## src/rtl/rs232out_fifo_if.sv

```systemverilog
// Producer-side byte FIFO signals plus the serial-transmitter handshake.
// master drives writes and tx_busy; slave is the FIFO/transmit sequencer.
interface rs232out_fifo_if #(
    parameter int DEPTH_LOG2 = 4
);
    logic                  wr_en;
    logic [7:0]            wr_data;
    logic                  clr_ovf;
    logic                  full;
    logic                  empty;
    logic [DEPTH_LOG2:0]   count;
    logic                  overflow;
    logic [7:0]            tx_data;
    logic                  tx_we;
    logic                  tx_busy;

    modport master (
        output wr_en, wr_data, clr_ovf, tx_busy,
        input  full, empty, count, overflow, tx_data, tx_we
    );

    modport slave (
        input  wr_en, wr_data, clr_ovf, tx_busy,
        output full, empty, count, overflow, tx_data, tx_we
    );
endinterface

```

## src/rtl/rs232out_fifo.sv

```systemverilog
// Byte FIFO feeding a serial transmitter one byte at a time; first tx_we two cycles after a write into an idle FIFO.
// Writes to a full FIFO are dropped and flagged; pops stall while tx_busy is high or a byte is in flight.
module rs232out_fifo #(
    parameter int DEPTH_LOG2 = 4,
    parameter int BUSY_WAIT  = 2
) (
    input  logic              clk25MHz,
    input  logic              reset_n,
    rs232out_fifo_if.slave    bus
);
    localparam int DEPTH = 1 << DEPTH_LOG2;
    localparam int WCW   = (BUSY_WAIT < 2) ? 1 : $clog2(BUSY_WAIT + 1);

    localparam logic [1:0] S_IDLE      = 2'd0;
    localparam logic [1:0] S_ISSUE     = 2'd1;
    localparam logic [1:0] S_WAIT_BUSY = 2'd2;
    localparam logic [1:0] S_WAIT_DONE = 2'd3;

    localparam logic [DEPTH_LOG2:0] CNT_FULL  = (DEPTH_LOG2 + 1)'(DEPTH);
    localparam logic [WCW-1:0]      WAIT_INIT = WCW'(BUSY_WAIT);
    localparam logic [WCW-1:0]      WAIT_ONE  = WCW'(1);

    logic [7:0]            mem [DEPTH];
    logic [DEPTH_LOG2-1:0] wr_ptr;
    logic [DEPTH_LOG2-1:0] rd_ptr;
    logic [DEPTH_LOG2:0]   cnt;
    logic                  ovf;
    logic [1:0]            state;
    logic [WCW-1:0]        wait_cnt;
    logic                  tx_we_q;
    logic [7:0]            tx_data_q;

    logic is_full;
    logic is_empty;
    logic push;
    logic pop;
    logic drop;

    always_comb begin
        is_full  = (cnt == CNT_FULL);
        is_empty = (cnt == '0);
        push     = bus.wr_en && !is_full;
        drop     = bus.wr_en && is_full;
        // Only IDLE pops, so at most one byte is ever handed to the transmitter.
        pop      = (state == S_IDLE) && !is_empty && !bus.tx_busy;
    end

    always_ff @(posedge clk25MHz) begin
        if (push) begin
            mem[wr_ptr] <= bus.wr_data;
        end
    end

    always_ff @(posedge clk25MHz) begin
        if (!reset_n) begin
            wr_ptr <= '0;
            rd_ptr <= '0;
            cnt    <= '0;
            ovf    <= 1'b0;
        end else begin
            if (push) begin
                wr_ptr <= wr_ptr + 1'b1;
            end
            if (pop) begin
                rd_ptr <= rd_ptr + 1'b1;
            end
            case ({push, pop})
                2'b10:   cnt <= cnt + 1'b1;
                2'b01:   cnt <= cnt - 1'b1;
                default: cnt <= cnt;
            endcase
            // A dropped write outranks a simultaneous clear.
            if (drop) begin
                ovf <= 1'b1;
            end else if (bus.clr_ovf) begin
                ovf <= 1'b0;
            end
        end
    end

    always_ff @(posedge clk25MHz) begin
        if (!reset_n) begin
            state     <= S_IDLE;
            wait_cnt  <= '0;
            tx_we_q   <= 1'b0;
            tx_data_q <= 8'h00;
        end else begin
            case (state)
                S_IDLE: begin
                    tx_we_q <= 1'b0;
                    if (pop) begin
                        tx_data_q <= mem[rd_ptr];
                        tx_we_q   <= 1'b1;
                        state     <= S_ISSUE;
                    end
                end
                S_ISSUE: begin
                    tx_we_q  <= 1'b0;
                    wait_cnt <= WAIT_INIT;
                    state    <= S_WAIT_BUSY;
                end
                S_WAIT_BUSY: begin
                    tx_we_q <= 1'b0;
                    // A transmitter that never acknowledges must not hang the queue.
                    if (bus.tx_busy) begin
                        state <= S_WAIT_DONE;
                    end else if (wait_cnt <= WAIT_ONE) begin
                        wait_cnt <= '0;
                        state    <= S_IDLE;
                    end else begin
                        wait_cnt <= wait_cnt - 1'b1;
                    end
                end
                S_WAIT_DONE: begin
                    tx_we_q <= 1'b0;
                    if (!bus.tx_busy) begin
                        state <= S_IDLE;
                    end
                end
                default: begin
                    tx_we_q <= 1'b0;
                    state   <= S_IDLE;
                end
            endcase
        end
    end

    assign bus.full     = is_full;
    assign bus.empty    = is_empty;
    assign bus.count    = cnt;
    assign bus.overflow = ovf;
    assign bus.tx_data  = tx_data_q;
    assign bus.tx_we    = tx_we_q;

    a_we_single: assert property (@(posedge clk25MHz) disable iff (!reset_n)
        tx_we_q |=> !tx_we_q);
    a_cnt_range: assert property (@(posedge clk25MHz) disable iff (!reset_n)
        cnt <= CNT_FULL);
endmodule

```

## src/flat_wrapper.sv

```systemverilog
// flat-port wrapper written by rule: the top's interface ports become plain ports
module rs232out_fifo_flat 
#(
    parameter int DEPTH_LOG2 = 4,
    parameter int BUSY_WAIT  = 2
)
  (clk25MHz, reset_n, bus_wr_en, bus_wr_data, bus_clr_ovf, bus_tx_busy, bus_full, bus_empty, bus_count, bus_overflow, bus_tx_data, bus_tx_we);
  rs232out_fifo_if #(.DEPTH_LOG2(DEPTH_LOG2)) bus_i ();
  input  logic clk25MHz;
  input  logic reset_n;
  input wire logic [$bits(bus_i.wr_en)-1:0] bus_wr_en;
  input wire logic [$bits(bus_i.wr_data)-1:0] bus_wr_data;
  input wire logic [$bits(bus_i.clr_ovf)-1:0] bus_clr_ovf;
  input wire logic [$bits(bus_i.tx_busy)-1:0] bus_tx_busy;
  output wire logic [$bits(bus_i.full)-1:0] bus_full;
  output wire logic [$bits(bus_i.empty)-1:0] bus_empty;
  output wire logic [$bits(bus_i.count)-1:0] bus_count;
  output wire logic [$bits(bus_i.overflow)-1:0] bus_overflow;
  output wire logic [$bits(bus_i.tx_data)-1:0] bus_tx_data;
  output wire logic [$bits(bus_i.tx_we)-1:0] bus_tx_we;
  assign bus_i.wr_en = bus_wr_en;
  assign bus_i.wr_data = bus_wr_data;
  assign bus_i.clr_ovf = bus_clr_ovf;
  assign bus_i.tx_busy = bus_tx_busy;
  assign bus_full = bus_i.full;
  assign bus_empty = bus_i.empty;
  assign bus_count = bus_i.count;
  assign bus_overflow = bus_i.overflow;
  assign bus_tx_data = bus_i.tx_data;
  assign bus_tx_we = bus_i.tx_we;
  rs232out_fifo #(.DEPTH_LOG2(DEPTH_LOG2), .BUSY_WAIT(BUSY_WAIT)) u_core (.clk25MHz(clk25MHz), .reset_n(reset_n), .bus(bus_i));
endmodule
```

## config.mk

```make
export PLATFORM = sky130hd
export DESIGN_NAME = rs232out_fifo_flat
export DESIGN_NICKNAME = d
export VERILOG_FILES = /design/src/rtl/rs232out_fifo_if.sv /design/src/rtl/rs232out_fifo.sv /design/src/flat_wrapper.sv
export SDC_FILE = /design/constraint.sdc
export NUM_CORES = 1
export LEC_CHECK = 0
export CORE_ASPECT_RATIO = 1.75
export CORE_MARGIN = 2
export CORE_UTILIZATION = 35
export DETAILED_ROUTE_END_ITERATION = 8
export PLACE_DENSITY = 0.57
export SYNTH_ARGS = -nofsm -noshare
export SYNTH_HDL_FRONTEND = slang
export SYNTH_SLANG_ARGS = --single-unit
```

## constraint.sdc

```tcl
create_clock -name clk25MHz -period 2.9 [get_ports clk25MHz]
set_input_delay 0.435 -clock clk25MHz [delete_from_list [all_inputs] [get_ports clk25MHz]]
set_output_delay 0.435 -clock clk25MHz [all_outputs]
set_load 0.1 [all_outputs]
```

==> metrics.md, run 1 <==
| Metric | Value |
|---|---|
| Worst r2r src | `u_core.state[1]` |
| Layout Skew | `between 5 and 6 ps` |
| Final Hold Viols | `0` |
| Req. time, crit path | `~3300 ps` |
| Crit path time final | `approximately 2400 ps` |
| Setup CP Type | `flop to flop` |
| Final setup viols | `0` |
| Mapped Area | `6240 um2` |
| GPL Wtd Cong | `0.836` |
| Tcrit/Tclk final | `0.822` |
| Crit start category | `flop` |
| Share of the synthesized area in the top cell type | `0.616` |
| VDD IR max | `between 0.6 and 0.7 mV` |
| Final wirelength | `13900 um` |
| Clk root buf | `clkbuf_16` |
| Max FO, Critical Path | `21` |
| Hold Crit Class | `flop to flop` |
| Buffers on Ports | `29` |
| Sequential fraction of the synthesis area | `0.702` |
| Max Slew Vio Count | `0` |
| DP HPWL | `around 9800 um` |
| Iter 0 DRT Violations | `156` |
| Starting density of the core | `0.358` |
| Dominant cell type by area after synthesis | `edfxtp_1` |
| Power Internal | `4390 uW` |
| Most common cell in the netlist | `edfxtp_1` |
| # rows | `between 60 and 70` |
| Pre-antenna DRT Iters | `4` |
| Hold_buf cts | `0` |
| Syn Inst Count | `403` |
| Yosys warns | `0` |
| Static Leak | `approximately 0.0024 uW` |
| Unique masters post-synth | `40` |
| Setup TNS | `0 ps` |
| Prevailing post-synth register cell | `edfxtp_1` |
| Worst R2R Setup Slack | `around 520 ps` |
| Worst path top cell family by delay | `compound AO/OA/AOI/OAI gates` |
| Post-synth EDFFs | `128` |
| Power density over cell area | `~890 nW/um2` |
| CTS tree | `built` |
| Clock power frac | `0.334` |
| Vert. Die Dim | `between 150 and 200 um` |
| Sequential share of power | `0.408` |
| List of most frequent post-synthesis cells | `edfxtp_1 (128), mux2i_1 (45), nor2_1 (31), dfxtp_1 (27), o22ai_1 (21)` |
| Post-synthesis net count | `approximately 420` |
| Status | `finished, final reports clean` |
| Via count | `about 3500` |
| Die W | `~100 um` |
| Initial antenna violation count | `0` |
| Syn Area/Cell | `about 15 um2` |
| HP Start | `u_core.wait_cnt[1]` |
| Clock Pin Slew Worst Setup and Hold Paths | `60 ps` |
| WHS Path Cells | `2` |
| NumNets Final | `about 470` |
| Clock sink count | `around 160` |
| Largest stage delay, worst path | `370 ps` |
| H-Tree Depth | `4` |
| Net Sw Frac | `0.341` |
| # Post-CTS Setup Buffers | `0` |
| Vias/cell | `~5.1` |
| Max-cap viol count | `0` |
| Total core area | `17500 um2` |
| Clock Tree Buf Depth | `2` |
| Fmax | `about 420 MHz` |
| Ports | `30` |
| Async set-reset flop share out of synthesis | `0` |
| Relative slew slack | `0.509` |
| Total power | `between 6000 and 7000 uW` |
| Share of cells above drive strength 1 | `0.202` |
| DRC Markers | `0` |
| Reg2reg path depth | `8` |
| Hold EP | `u_core.wait_cnt[1]` |
| Area delta synth->final | `19.7%` |
| Register bit count reported by yosys | `~160` |
| Largest net degree at the start of global routing | `35` |
| Slowest cell on crit path | `dfxtp_1` |
| Grt ovf | `0` |
| Crit path capture type | `flop` |
| Worst reg2reg path endpoint | `u_core.bus.count[4]` |
| Post-cts sizing count | `0` |
| Final ANT Viol Nets | `0` |
| Worst path bufs/invs | `1` |
| RSZ-0062 raised after global routing | `false` |
| P_sw | `2270 uW` |
| Clock Latency Late Sink | `420 ps` |
| Overall routing resource usage | `0.154` |
| Main area contributors after synthesis | `edfxtp_1 (62%), dfxtp_1 (8.7%), mux2i_1 (7.2%), mux4_2 (4.3%), o22ai_1 (2.1%)` |
| CP Cell Sequence | `nor3_1 > a21boi_1 > buf_4 > ha_1 > a21oi_1 > nand4b_1 > a31oi_1 > mux2i_1` |
| Layout fillers | `~1600` |
| Combinational share of power | `0.258` |
| Least-Margin Pin Slew | `735 ps` |
| Antenna diodes | `0` |
| Vias in the first global route | `3777` |
| First-pass GRT wire length | `~21000 um` |
| Total CTS buffers | `17` |
| DIE AREA | `about 19000 um2` |
| Crit path arrival time | `2730 ps` |
| Avg WL per Cell | `around 20 um` |
## stage by stage
step                      hold WS [ps]  utilization  area, um2  setup slack (ps)  std cells
after global placement             479        0.394       6870               194        665
after CTS                          508        0.428       7470               513        697
after floorplan                    470            -       6250              27.9        403
after global routing               554        0.428       7470               314        697
final                              514        0.428       7470               517        697
after detailed placement           498        0.394       6870               106        665
## placed cells by master, fill, tap and decap left out, types with 17 or more instances in the layout
cell type and count:
mux2i_1 45, edfxtp_1 128, buf_4 42, nor2_1 29, dfxtp_1 21, clkbuf_16 17, o22ai_1 21
## power by group through the flow
stage	Combinational [uW]	Clock (uW)	Sequential (uW)
detailed placement	1730	0	2760
global placement	1700	0	2750
global route	1800	2350	2730
floorplan	761	0	3300
finish	1720	2220	2710
CTS	1730	2260	2710
## flip-flops by register name (all words and copies together) (netlist names)
name	count
u_core.bus.count	5
u_core.bus.overflow	1
u_core.bus.tx_data	8
u_core.bus.tx_we	1
u_core.mem	128
u_core.rd_ptr	4
u_core.state	2
u_core.wait_cnt	2
u_core.wr_ptr	4
## kinds of logic after synthesis
logic type | Yosys count | synth area share
AO/OA/AOI/OAI | 66 | 0.0676
XOR/XNOR | 10 | 0.0140
adder cells (fa/ha/maj) | 8 | 0.0160
buffers and inverters | 31 | 0.0247
flip-flops | 155 | 0.702
multiplexers | 57 | 0.115
AND/OR/NAND/NOR | 76 | 0.0597
## metal layers
layer / vias to the layer above / share of wire / track usage
li1: 1650 / - / -
met1: 1755 / 0.36 / 0.151
met2: 91 / 0.55 / 0.283
met3: 36 / 0.034 / 0.0354
met4: 0 / 0.056 / 0.105
met5: - / 0 / 0
## worst min-delay path: cells and delay by family (launching register included)
kind	cells	cell delay (ps)
AO/OA/AOI/OAI	2	130
flip-flops	1	330
## worst max path at each step
stage                        start             endpoint  slack, ps  cells after the start
3_3_place_gp           bus_tx_busy  u_core.bus.count[3]        190                      8
4_1_cts            u_core.state[1]  u_core.bus.count[4]        510                      8
6_report           u_core.state[1]  u_core.bus.count[4]        520                      8
5_1_grt            u_core.state[1]  u_core.bus.count[3]        310                      7
3_5_place_dp           bus_tx_busy  u_core.bus.count[4]        110                      9
2_1_floorplan  u_core.bus.count[1]  u_core.bus.count[2]         30                     12
## final cells by class
type,count,area [um2],area share
timing repair buffer,55,455,0.0610
tap,231,289,0.0387
sequential,155,4390,0.588
multi-input combinational,217,1710,0.229
clock buffer,17,425,0.0569
clock inverter,15,173,0.0231
inverter,7,26.3,0.00352
No activity file was read; power rests on OpenSTA's default activity.
==> inputs of run 2 (changes only) <==
==> constraint.sdc (replaced) <==
create_clock -name clk25MHz -period 2.3 [get_ports clk25MHz]
set_input_delay 0.345 -clock clk25MHz [delete_from_list [all_inputs] [get_ports clk25MHz]]
set_output_delay 0.345 -clock clk25MHz [all_outputs]
set_load 0.1 [all_outputs]
==> run 2 against run 1 <==
  * Largest cell class unchanged
  * Largest power group unchanged
  * Critical path depth is 2 higher
  * Total power is 30% higher
  * Combinational power is 41% higher
  * Flip-flop and latch count stayed put
  * Core utilization is 1.2 points higher
==> metrics.md, run 2 (synthesis gave the netlist of run 1 again) <==
| Metric | Value |
|---|---|
| VDD IR max | `0.880 mV (+42%)` |
| Grt met2 use | `0.302 (+0.0190)` |
| Largest net degree at the start of global routing | `32 (-8.6%)` |
| First-pass GRT wire length | `22300 um (+4.3%)` |
| Req. time, crit path | `2650 ps (-600 ps)` |
| Worst R2R Setup Slack | `100 ps (-420 ps)` |
| Share of cells above drive strength 1 | `0.250 (+0.0483)` |
| Static Leak | `0.00253 uW (+3.8%)` |
| Setup CP Type | `flop to flop` |
| Final worst slack | `95.3 ps (-422 ps)` |
| GPL Wtd Cong | `0.851 (+1.9%)` |
| Total core area | `17500 um2 (unchanged)` |
| Setup TNS | `0 ps (unchanged)` |
| Die W | `105 um (unchanged)` |
| Worst r2r src | `u_core.bus.count[0]` |
| Crit start category | `flop` |
| Clk root buf | `clkbuf_16` |
| GR peak layer | `met2` |
| Hold EP | `u_core.wait_cnt[1]` |
| Largest stage delay, worst path | `380 ps (about the same)` |
| Tcrit/Tclk final | `0.959 (+0.137)` |
| Status | `finished, final reports clean` |
| Final wirelength | `14400 um (+3.3%)` |
| H-Tree Depth | `4 (unchanged)` |
| Vias in the first global route | `3844 (+1.8%)` |
| DRC Markers | `0 (unchanged)` |
| Clock Latency Late Sink | `430 ps (about the same)` |
| Met1 Track Usage GR | `0.161 (+0.00937)` |
| Pre-antenna DRT Iters | `5 (+1)` |
| Grt ovf | `0 (unchanged)` |
| Reg2reg path depth | `10 (+2)` |
| Total CTS buffers | `17 (unchanged)` |
| Final setup viols | `0 (unchanged)` |
| Avg WL per Cell | `20.2 um (+1.3%)` |
| Initial antenna violation count | `0 (unchanged)` |
| DIE AREA | `19000 um2 (unchanged)` |
| Overall routing resource usage | `0.161 (+0.00630)` |
| Pre-CTS setup slack | `-183 ps (-289 ps)` |
| Worst reg2reg path endpoint | `u_core.bus.count[2]` |
| DP HPWL | `10300 um (+5.3%)` |
| Largest register by flop count | `u_core.mem` |
| Most common cell after layout, fill and taps aside | `edfxtp_1` |
| Starting density of the core | `0.358 (unchanged)` |
| Clock sink count | `155 (unchanged)` |
| Final ANT Viol Nets | `0 (unchanged)` |
| Area delta synth->final | `23.0%` |
| Ports | `30 (unchanged)` |
| Layout fillers | `1564 (-4.5%)` |
| Max reg flops | `128 (unchanged)` |
| Buffers on Ports | `29 (unchanged)` |
| Final Hold Viols | `0 (unchanged)` |
| Finished Layout Cells | `711 (+2.0%)` |
| HP Start | `u_core.wait_cnt[1]` |
| Max-cap viol count | `0 (unchanged)` |
| Slowest cell on crit path | `dfxtp_4` |
| Layout Skew | `11.0 ps (+5.37 ps)` |
| Clock Tree Buf Depth | `2 (unchanged)` |
| Vert. Die Dim | `181 um (unchanged)` |
| Crit path capture type | `flop` |
| Max Slew Vio Count | `0 (unchanged)` |
| Least-Margin Pin Slew | `931 ps (+197 ps)` |
| Relative slew slack | `0.377 (-0.132)` |
| CP Cell Sequence | `nor4_4 > buf_4 > a21boi_2 > ha_4 > xor2_1 > ha_2 > a21oi_4 > xnor2_1 > or3_1 > a21oi_2` |
| Placed Instances | `678 (+2.0%)` |
| Power density over cell area | `1130 nW/um2 (+27%)` |
| Antenna diodes | `0 (unchanged)` |
| CTS tree | `built` |
| Most frequent cells in the layout | `edfxtp_1 (128), buf_4 (53), mux2i_1 (45), nor2_1 (29)` |
| Iter 0 DRT Violations | `237 (+52%)` |
| Max FO, Critical Path | `7 (-67%)` |
| WHS Path Cells | `2 (unchanged)` |
| Worst path bufs/invs | `1 (unchanged)` |
| Crit path arrival time | `2560 ps (-170 ps)` |
| Fmax | `454 MHz (+8.1%)` |
| GR Layer Usage met3 | `0.0307 (-0.00470)` |
| Hold Crit Class | `flop to flop` |
| Crit path time final | `2200 ps (-178 ps)` |
| # rows | `64 (unchanged)` |
| Vias/cell | `5.14 (+1.5%)` |
| NumNets Final | `488 (+3.0%)` |
| Worst path top cell family by delay | `simple AND/OR/NAND/NOR gates` |
| Clock Pin Slew Worst Setup and Hold Paths | `70 ps (about the same)` |
| Via count | `3657 (+3.5%)` |
run 2: worst max-delay path by stage:
stage / from / slack (ps) / cells past startpoint / to
floorplan: u_core.bus.count[2] / -150 / 12 / u_core.bus.count[2]
detailed placement: bus_tx_busy / -180 / 10 / u_core.bus.count[2]
global placement: bus_tx_busy / -140 / 10 / u_core.bus.count[4]
global route: u_core.bus.count[0] / -10 / 10 / u_core.bus.count[2]
CTS: u_core.bus.count[2] / 30 / 10 / u_core.bus.count[2]
finish: u_core.bus.count[0] / 100 / 10 / u_core.bus.count[2]
run 2: repair_timing:
| item | 4_1_cts | 5_1_grt |
|---|---|---|
| hold buffers | 0 | 0 |
| buffers inserted | 0 | 1 |
| endpoints found under the setup margin | 0 | 3 |
| gates resized for setup | 0 | 3 |
run 2: worst reg2reg max path, delay by kind of cell (launching register included):
family | cells | cell delay (ps)
flops | 1 | 380
compound gates | 3 | 320
fa+ha+maj | 2 | 360
xor+xnor | 2 | 240
simple gates | 2 | 640
buf+inv | 1 | 180
run 2: layer usage:
layer	part of all wire	vias up
met2	0.57	93
met1	0.36	1843
met3	0.029	33
met5	0	-
li1	-	1688
met4	0.038	0
run 2: report_power, final:
| part | internal (uW) | switching [uW] | total, uW |
|---|---|---|---|
| logic | 745 | 1680 | 2430 |
| registers | 3250 | 195 | 3450 |
| clock network | 1620 | 1160 | 2780 |
run 2: layout make-up:
| type | count | area, um2 | share of cell area |
|---|---|---|---|
| tap | 231 | 289 | 0.0377 |
| timing repair buffer | 69 | 598 | 0.0779 |
| inverter | 7 | 26.3 | 0.00342 |
| clock buffer | 17 | 425 | 0.0554 |
| sequential | 155 | 4400 | 0.574 |
| clock inverter | 15 | 163 | 0.0212 |
| multi-input combinational | 217 | 1770 | 0.231 |
run 2: per-stage QoR:
step	hold WS (ps)	total power (uW)	area, um2	utilization
floorplan	444	5240	6340	-
global placement	483	5870	7070	0.405
detailed placement	505	5910	7070	0.405
CTS	518	8700	7660	0.439
global route	548	8960	7680	0.440
finish	516	8650	7680	0.440
